## src/rtl/hazard_scoreboard.sv

```systemverilog
// hazard_scoreboard: decode issue/stall control with a load scoreboard, redirect flush and load drain.
// Define HAZARD_PERF_CNT_EN to build the stall_cycles performance counter.
module hazard_scoreboard #(
    parameter int RegAddress  = 5,
    parameter int MaxPending  = 4,
    parameter int FlushCycles = 2
) (
    input  logic                             clk,
    input  logic                             rst,
    input  logic                             id_valid,
    input  logic [RegAddress-1:0]            id_rs1,
    input  logic [RegAddress-1:0]            id_rs2,
    input  logic                             id_uses_rs1,
    input  logic                             id_uses_rs2,
    input  logic [RegAddress-1:0]            id_rd,
    input  logic                             id_reg_write,
    input  logic                             id_load,
    input  logic                             wb_valid,
    input  logic [RegAddress-1:0]            wb_rd,
    input  logic                             redirect,
    input  logic                             drain_req,
    output logic                             issue_ready,
    output logic                             stall_fetch,
    output logic                             flush_id,
    output logic                             drain_ack,
    output logic [$clog2(MaxPending+1)-1:0]  pending_count,
    output logic [31:0]                      stall_cycles
);
    localparam int NumRegs = 2 ** RegAddress;
    localparam int PendW   = $clog2(MaxPending + 1);
    localparam int FlushW  = $clog2(FlushCycles + 1);

    typedef enum logic [1:0] {RUN, FLUSH, DRAIN} state_e;

    state_e             state_q, state_d;
    logic [NumRegs-1:0] busy_q, busy_d;
    logic [PendW-1:0]   pend_q, pend_d;
    logic [FlushW-1:0]  fcnt_q, fcnt_d;
    logic               arm_q, arm_d;
    logic               hazard, full, set_en, clr_en, enter_drain;

    always_comb begin
        hazard = (id_uses_rs1 & busy_q[id_rs1]) | (id_uses_rs2 & busy_q[id_rs2])
               | (id_reg_write & busy_q[id_rd]);
        full        = pend_q == PendW'(MaxPending);
        issue_ready = 1'b0;
        stall_fetch = 1'b0;
        flush_id    = 1'b0;
        drain_ack   = 1'b0;
        if (rst) begin
            case (state_q)
                RUN: begin
                    issue_ready = ~hazard & ~(id_load & full);
                    stall_fetch = id_valid & ~issue_ready;
                end
                FLUSH: flush_id = 1'b1;
                DRAIN: begin
                    stall_fetch = id_valid;
                    drain_ack   = (pend_q == '0) & ~redirect;
                end
                default: ;
            endcase
        end
    end

    // A set and a clear of the same register in one cycle leaves it busy.
    always_comb begin
        set_en = id_valid & issue_ready & id_load & id_reg_write & (id_rd != '0);
        clr_en = wb_valid & busy_q[wb_rd];
        busy_d = busy_q;
        if (clr_en) busy_d[wb_rd] = 1'b0;
        if (set_en) busy_d[id_rd] = 1'b1;
        pend_d = pend_q + PendW'(set_en) - PendW'(clr_en);
    end

    always_comb begin
        state_d     = state_q;
        fcnt_d      = fcnt_q;
        enter_drain = 1'b0;
        if (redirect) begin
            state_d = FLUSH;
            fcnt_d  = FlushW'(FlushCycles - 1);
        end else begin
            case (state_q)
                RUN: begin
                    enter_drain = drain_req & arm_q;
                    state_d     = enter_drain ? DRAIN : RUN;
                end
                FLUSH: begin
                    state_d = (fcnt_q == '0) ? RUN : FLUSH;
                    fcnt_d  = (fcnt_q == '0) ? fcnt_q : fcnt_q - FlushW'(1);
                end
                DRAIN:   state_d = drain_ack ? RUN : DRAIN;
                default: state_d = RUN;
            endcase
        end
        // A drain needs drain_req to have been seen low since the last entry.
        arm_d = ~drain_req | (arm_q & ~enter_drain);
    end

    always_ff @(posedge clk) begin
        if (!rst) begin
            state_q <= RUN;
            busy_q  <= '0;
            pend_q  <= '0;
            fcnt_q  <= '0;
            arm_q   <= 1'b1;
        end else begin
            state_q <= state_d;
            busy_q  <= busy_d;
            pend_q  <= pend_d;
            fcnt_q  <= fcnt_d;
            arm_q   <= arm_d;
        end
    end

    assign pending_count = pend_q;

`ifdef HAZARD_PERF_CNT_EN
    logic [31:0] stall_cycles_q, stall_cycles_d;

    always_comb begin
        stall_cycles_d = (id_valid & ~issue_ready & ~flush_id & ~&stall_cycles_q)
                       ? stall_cycles_q + 32'd1 : stall_cycles_q;
    end

    always_ff @(posedge clk) begin
        if (!rst) stall_cycles_q <= '0;
        else      stall_cycles_q <= stall_cycles_d;
    end

    assign stall_cycles = stall_cycles_q;
`else
    assign stall_cycles = '0;
`endif
endmodule
```

## config.mk

```make
export PLATFORM = sky130hd
export DESIGN_NAME = hazard_scoreboard
export DESIGN_NICKNAME = d
export VERILOG_FILES = /design/src/rtl/hazard_scoreboard.sv
export SDC_FILE = /design/constraint.sdc
export NUM_CORES = 1
export LEC_CHECK = 0
export BUFFER_PORTS_ARGS = -buffer_cell sky130_fd_sc_hd__buf_2
export CORE_ASPECT_RATIO = 1.4
export CORE_MARGIN = 2
export CORE_UTILIZATION = 60
export DETAILED_ROUTE_END_ITERATION = 12
export PLACE_DENSITY = 0.88
export SLEW_MARGIN = 30
export SYNTH_ARGS = -nofsm -noshare
export SYNTH_HDL_FRONTEND = slang
export SYNTH_SLANG_ARGS = --single-unit
```

## constraint.sdc

```tcl
create_clock -name clk -period 9.3 [get_ports clk]
set_clock_uncertainty 0.2 [all_clocks]
set_input_delay 0.465 -clock clk [delete_from_list [all_inputs] [get_ports clk]]
set_output_delay 0.465 -clock clk [all_outputs]
set_load 0.03 [all_outputs]
```

==> results.sh, run 1 <==
export IMPL_cts_tree="yes"
export IMPL_firstDrtPassIters=7
export IMPL_synthesis_area_mm2=0.00338
export IMPL_required_ns=9.29
export IMPL_path_clk_slew_ns=0.08
export IMPL_synth_ff_type="dfxtp_1"
export IMPL_rsz0062_at_grt="no"
export IMPL_postCtsSetupBuffers=0
export IMPL_drv_slew=0
export IMPL_layout_commonest_cell="dfxtp_1"
export IMPL_drt_antenna_violating_nets=0
export IMPL_crit_buf_inv=4
export IMPL_intPower_mw=0.253
export IMPL_setup_viol=0
export IMPL_yosysTopAreaCell="dfxtp_1"
export IMPL_yosys_area_share_simple_pct=17.5
export IMPL_fillCellCount=462
export IMPL_ys_seq_area_share_pct=23.7
export IMPL_antenna_found_initial=0
export IMPL_nets=418
export IMPL_synth_top_area_share_pct=23.7
export IMPL_dp_hpwl_um=6730
export IMPL_r2r_slack_ns=5.48
export IMPL_synth_warnings=0
export IMPL_setup_tns_ns=0
export IMPL_sw_frac_of_total_pct=33.0
export IMPL_cts_buffers=5
export IMPL_via_count=3305
export IMPL_ir_drop_mv=0.137
export IMPL_avgViaCountPerCell=7.30
export IMPL_die_h_um=92.8
export IMPL_path_cells="buf_2 > mux4_2 > mux4_2 > o21ai_2 > o21ai_2 > buf_4 > or3_1 > ha_1 > inv_1 > ha_1 > inv_1 > fa_1 > xor2_1 > xnor2_1 > nor2_1"
export IMPL_comb_power_share_pct=20.4
export IMPL_cts_buffer_depth=2
export IMPL_switchingPower_mw=0.124
export IMPL_avgSynthCellArea_um2=9.08
export IMPL_dieArea_mm2=0.00625
export IMPL_seqPwrFrac_pct=46.1
export IMPL_synth_area_mux_share_pct=22.9
export IMPL_grt_pass1_wl_um=15200
export IMPL_htreeDepth=2
export IMPL_drc_errors=0
export IMPL_synth_edf_count=0
export IMPL_rows=32
export IMPL_clk_latency_ns=0.30
export IMPL_worst_setup_path_start_kind="primary input"
export IMPL_synthCells=372
export IMPL_critPathTopFamily="multiplexers"
export IMPL_synth_top_family_by_area="multiplexers"
export IMPL_slew_headroom_pct=49.4
export IMPL_start_util_pct=61.6
export IMPL_fin_crit_sh_pct=41.2
export IMPL_coreArea_mm2=0.00549
export IMPL_p_leak_nw=1.26
export IMPL_wl_per_cell_um=21.2
export IMPL_clock_root_buffer="clkbuf_8"
export IMPL_port_buffers=36
export IMPL_area_delta_synth_final_pct=3.33
export IMPL_worstHoldPathType="primary input to register"
export IMPL_hold_violations=0
export IMPL_fin_ws_ns=5.47
export IMPL_synth_distinct_cells=49
export IMPL_grt_pass1_vias=3029
export IMPL_dr_first_iter_drc_count=436
export IMPL_cts_sinks=40
export IMPL_gr_total_overflow=0
export IMPL_wl_um=9620
export IMPL_end_kind="register"
export IMPL_finalWeightedCongestion=1.12
export IMPL_p_clk_share_pct=33.5
export IMPL_synthXorXnorAreaFrac_pct=0.778
export IMPL_critical_path_arrival_ns=3.83
export IMPL_num_antenna_cells=0
export IMPL_grt_usage_pct=32.5
export IMPL_synth_adder_area_share_pct=1.70
export IMPL_maxCapViolations=0
export IMPL_timing_critical_path_slowest_stage_cell="mux4_2"
export IMPL_preCtsSetupSlack_ns=5.14
export IMPL_critPathMaxStageDelay_ns=0.52
export IMPL_powerDensity_mw_per_mm2=108
export IMPL_synthArstFlopShare_pct=0
export IMPL_layout_min_cycle_time_ns=3.83
export IMPL_synthTopCellsByArea="dfxtp_1 24%, mux4_2 16%, buf_4 7.1%"
export IMPL_worst_path_max_fanout=34
export IMPL_worstSetupPathType="primary input to register"
export IMPL_hold_buffers=0
export IMPL_synth_compound_area_share_pct=20.3
export IMPL_drive_gt1_share_pct=20.8
export IMPL_final_cell_mix="40 x dfxtp_1, 36 x buf_2, 32 x conb_1"
export IMPL_cts_resized=0
export IMPL_outcome="complete, no violations"
export IMPL_io_pins=69
export IMPL_tightest_slew_ns=0.757
export IMPL_die_w_um=67.4
export IMPL_grt_max_degree=41
export IMPL_ys_ff_latch=40
export IMPL_fmax_ghz=0.261
-- through the flow --
stage / std cells / utilization, % / power (mW) / hold WS (ns) / cell area [um2]
final: 453 / 63.6 / 0.377 / 0.171 / 3490
after global placement: 445 / 61.8 / 0.251 / 0.269 / 3390
after CTS: 453 / 63.6 / 0.375 / 0.172 / 3490
after global routing: 453 / 63.6 / 0.390 / 0.182 / 3490
after floorplan: 403 / - / 0.248 / 0.256 / 3490
after detailed placement: 445 / 61.8 / 0.253 / 0.286 / 3390
-- logic make-up after synthesis --
logic type | Yosys count
AND/OR/NAND/NOR | 112
multiplexers | 47
flip-flops | 40
buffers and inverters | 78
other | 1
AO/OA/AOI/OAI | 87
XOR/XNOR | 3
adder cells (fa/ha/maj) | 4
-- state kept, by name, summed over array words and instances (netlist names) --
register,flops
state_q,2
pending_count,3
busy_q,32
arm_q,1
fcnt_q,2
-- final timing paths --
| path | endpoint | depth (start not counted) | startpoint |
|---|---|---|---|
| setup / recovery | pending_count[2] | 15 | id_rs1[1] |
| hold / removal | arm_q | 2 | drain_req |
| setup reg to reg | pending_count[2] | 14 | busy_q[5] |
| hold reg to reg | arm_q | 2 | arm_q |
-- cells in the mapped netlist (8+ instances only) --
| master | n |
|---|---|
| buf_2 | 8 |
| buf_4 | 32 |
| clkbuf_1 | 19 |
| dfxtp_1 | 40 |
| inv_1 | 13 |
| mux2i_1 | 21 |
| mux4_2 | 24 |
| nand2_1 | 12 |
| nand2b_1 | 9 |
| nand3_1 | 31 |
| nand3b_1 | 8 |
| nor2_1 | 20 |
| nor3_1 | 10 |
| o211ai_1 | 31 |
| o31ai_1 | 25 |
| o41ai_1 | 8 |
-- worst reg2reg max path: cells and delay by family, from the launching register on --
family / cells / cell delay, ns
buffers and inverters: 3 / 0.36
AND/OR/NAND/NOR: 2 / 0.45
adder cells (fa/ha/maj): 3 / 0.77
XOR/XNOR: 2 / 0.32
AO/OA/AOI/OAI: 2 / 0.23
flip-flops: 1 / 0.41
multiplexers: 2 / 0.96
-- cell type report --
class / instances / area (um2) / share of cell area [%]
clock buffers: 6 / 82.6 / 2.37
clock inverters: 2 / 15.0 / 0.430
inverters: 13 / 48.8 / 1.40
flip-flops and latches: 40 / 801 / 22.9
multi-input cells: 285 / 2250 / 64.6
well taps: 68 / 85.1 / 2.44
repair buffers: 39 / 203 / 5.81
-- power by group through the flow --
| stage | clock (mW) | sequential, mW | combinational (mW) |
|---|---|---|---|
| finish | 0.126 | 0.174 | 0.0769 |
| global route | 0.133 | 0.174 | 0.0821 |
| CTS | 0.126 | 0.174 | 0.0751 |
| detailed placement | 0 | 0.178 | 0.0749 |
| global placement | 0 | 0.178 | 0.0729 |
| floorplan | 0 | 0.178 | 0.0697 |
-- metal layers --
metal,vias to the layer above,routed length [um],GRT usage [%]
met5,-,0,0
met4,0,684,21.9
met3,81,1190,6.68
met2,313,4510,51.4
met1,1506,3230,38.8
li1,1405,-,-
Note: power is estimated with default switching activity, not from simulation.
==> run 2, diff against run 1 <==
Settings changed: ABC_AREA set to 1, CORE_UTILIZATION 60 to 51, PLACE_DENSITY 0.88 to 0.79.
Clock period 9.3 ns to 3.2 ns, I/O delays scaled along.
==> run 2 against run 1 <==
Hold slack worse by 0.091 ns. Final cell count is 74% higher. Critical path type is now register to register. Largest power group unchanged. Sequential power increased to 2.9 times the previous value. Setup slack worse by 5.1 ns. Largest cell class unchanged.
==> results.sh, run 2 <==
export IMPL_outcome="complete, no violations"
export IMPL_final_cell_mix="213 x nand2_1, 125 x nand3_1, 76 x nor2_1"
export IMPL_wl_um=12400
export IMPL_synthTopCellsByArea="dfxtp_1 22%, nand2_1 22%, nand3_1 17%"
export IMPL_worst_setup_path_start_kind="register"
export IMPL_placed_cell_area_mm2=0.00379
export IMPL_nets=728
export IMPL_ys_ff_latch=40
export IMPL_drive_gt1_share_pct=8.78
export IMPL_synth_warnings=0
export IMPL_coreArea_mm2=0.00698
export IMPL_cts_tree="yes"
export IMPL_use_met3_pct=3.86
export IMPL_synth_ff_type="dfxtp_1"
export IMPL_r2r_start="busy_q[24]"
export IMPL_cts_sinks=40
export IMPL_firstDrtPassIters=6
export IMPL_antenna_found_initial=0
export IMPL_min_from="wb_valid"
export IMPL_die_w_um=75.9
export IMPL_yosysTopAreaCell="dfxtp_1"
export IMPL_layout_commonest_cell="nand2_1"
export IMPL_area_delta_synth_final_pct=6.92
export IMPL_r2r_cells=19
export IMPL_start_util_pct=52.8
export IMPL_cts_buffers=5
export IMPL_r2r_slack_ns=0.37
export IMPL_hold_violations=0
export IMPL_cp_endpoint="pending_count[2]"
export IMPL_met2_usage_pct=51.3
export IMPL_synth_edf_count=0
export IMPL_synth_top_area_share_pct=21.7
export IMPL_die_h_um=105
export IMPL_dp_hpwl_um=9070
export IMPL_maxCapViolations=0
export IMPL_wl_per_cell_um=15.7
export IMPL_final_area_mm2=0.00394
export IMPL_powerDensity_mw_per_mm2=304
export IMPL_avgViaCountPerCell=5.63
export IMPL_reg2reg_to="pending_count[2]"
export IMPL_io_pins=69
export IMPL_drc_errors=0
export IMPL_dr_first_iter_drc_count=629
export IMPL_rsz0062_at_grt="no"
export IMPL_dieArea_mm2=0.00794
export IMPL_via_count=4444
export IMPL_grt_busiest_layer="met2"
export IMPL_synth_distinct_cells=27
export IMPL_htreeDepth=2
export IMPL_setup_tns_ns=0
export IMPL_top_register="busy_q"
export IMPL_clk_latency_ns=0.31
export IMPL_drt_antenna_violating_nets=0
export IMPL_synthesis_area_mm2=0.00369
export IMPL_worstHoldPathType="primary input to register"
export IMPL_cts_buffer_depth=2
export IMPL_grtUsageMet1_pct=41.1
export IMPL_gr_total_overflow=0
export IMPL_grt_pass1_wl_um=19900
export IMPL_grt_max_degree=38
export IMPL_drv_slew=0
export IMPL_ys_seq_area_share_pct=21.7
export IMPL_largest_reg_flops=32
export IMPL_setup_viol=0
export IMPL_postCtsSetupBuffers=0
export IMPL_clock_root_buffer="clkbuf_8"
export IMPL_fin_crit_sh_pct=88.4
export IMPL_critPathLaunch="busy_q[24]"
export IMPL_worstSetupPathType="register to register"
export IMPL_rows=36
export IMPL_port_buffers=36
export IMPL_p_leak_nw=1.68
export IMPL_yosys_top_cells_count="213 x nand2_1, 125 x nand3_1, 76 x nor2_1"
export IMPL_worst_path_max_fanout=4
export IMPL_grt_pass1_vias=3966
export IMPL_num_antenna_cells=0
export IMPL_ir_drop_mv=0.241
export IMPL_slew_headroom_pct=57.8
export IMPL_grt_usage_pct=32.6
export IMPL_synthArstFlopShare_pct=0
export IMPL_required_ns=3.20
export IMPL_end_kind="register"
export IMPL_fmax_ghz=0.353
export IMPL_critical_path_arrival_ns=2.83
export IMPL_yosysMostFrequentCell="nand2_1"
export IMPL_synthCells=667
export IMPL_tightest_slew_ns=0.632
export IMPL_finalWeightedCongestion=0.996
export IMPL_avgSynthCellArea_um2=5.53
export IMPL_layout_min_cycle_time_ns=2.83
export IMPL_path_clk_slew_ns=0.09
-- run 2: cell families after synthesis --
| logic type | Yosys count | synth area share (%) |
|---|---|---|
| other | 1 | 0.102 |
| AOI/OAI and AO/OA | 68 | 10.2 |
| buffers and inverters | 116 | 16.2 |
| and+or+nand+nor | 437 | 50.0 |
| DFF | 40 | 21.7 |
| adders and majority gates | 4 | 1.56 |
| xor gates and xnor gates | 1 | 0.237 |
-- run 2: worst min-delay path by stage --
stage / to / depth (start not counted)
final: busy_q[0] / 4
after global routing: busy_q[0] / 4
after CTS: busy_q[0] / 4
after detailed placement: arm_q / 2
after global placement: arm_q / 2
after floorplan: arm_q / 1
-- run 2: metal layers --
metal / share of wire (%) / wire length, um
met3: 9.3 / 1150
met2: 47 / 5770
met1: 36 / 4510
met5: 0 / 0
met4: 7.7 / 960
-- run 2: through the flow --
stage               setup WS, ns  util, %  instances  hold WS [ns]  total power, mW
CTS                        0.380     56.5        790        0.0813             1.19
detailed placement         0.149     54.3        778         0.174            0.772
global placement           0.218     54.3        778         0.174            0.767
global route              0.0189     56.5        790         0.124             1.24
floorplan                  0.291        -        698        0.0442            0.736
finish                     0.371     56.5        790        0.0802             1.20
-- run 2: timing repair --
action                    CTS  global route
resized for setup           0             0
hold endpoints to repair    8             0
hold buffers                4             0
-- run 2: cell type report --
class | instances | area, um2
inverters | 54 | 203
well taps | 95 | 119
multi-input cells | 542 | 2410
flip-flops and latches | 40 | 801
repair buffers | 51 | 303
fillers | 756 | 3040
clock buffers | 5 | 68.8
clock inverters | 3 | 42.5
-- run 2: report_power, final --
| part | switching (mW) | internal [mW] | leakage, nW | total [mW] |
|---|---|---|---|---|
| Combinational | 0.205 | 0.0596 | 1.31 | 0.265 |
| Clock | 0.197 | 0.231 | 0.0541 | 0.428 |
| Sequential | 0.00374 | 0.501 | 0.323 | 0.505 |
-- run 2: critical path, stage by stage (launching register included) --
cell and delay, ns:
dfxtp_1 0.37, inv_1 0.13, o21ai_0 0.09, nand2_1 0.08
nand2_1 0.06, nand2_1 0.06, nand2_1 0.05, nor2_1 0.07
nand2_1 0.06, a21oi_1 0.15, nand3_2 0.12, nor2_4 0.10
nand2_1 0.06, ha_1 0.26, inv_1 0.06, ha_1 0.13
inv_1 0.05, fa_1 0.38, o21ai_0 0.18, a21oi_1 0.06
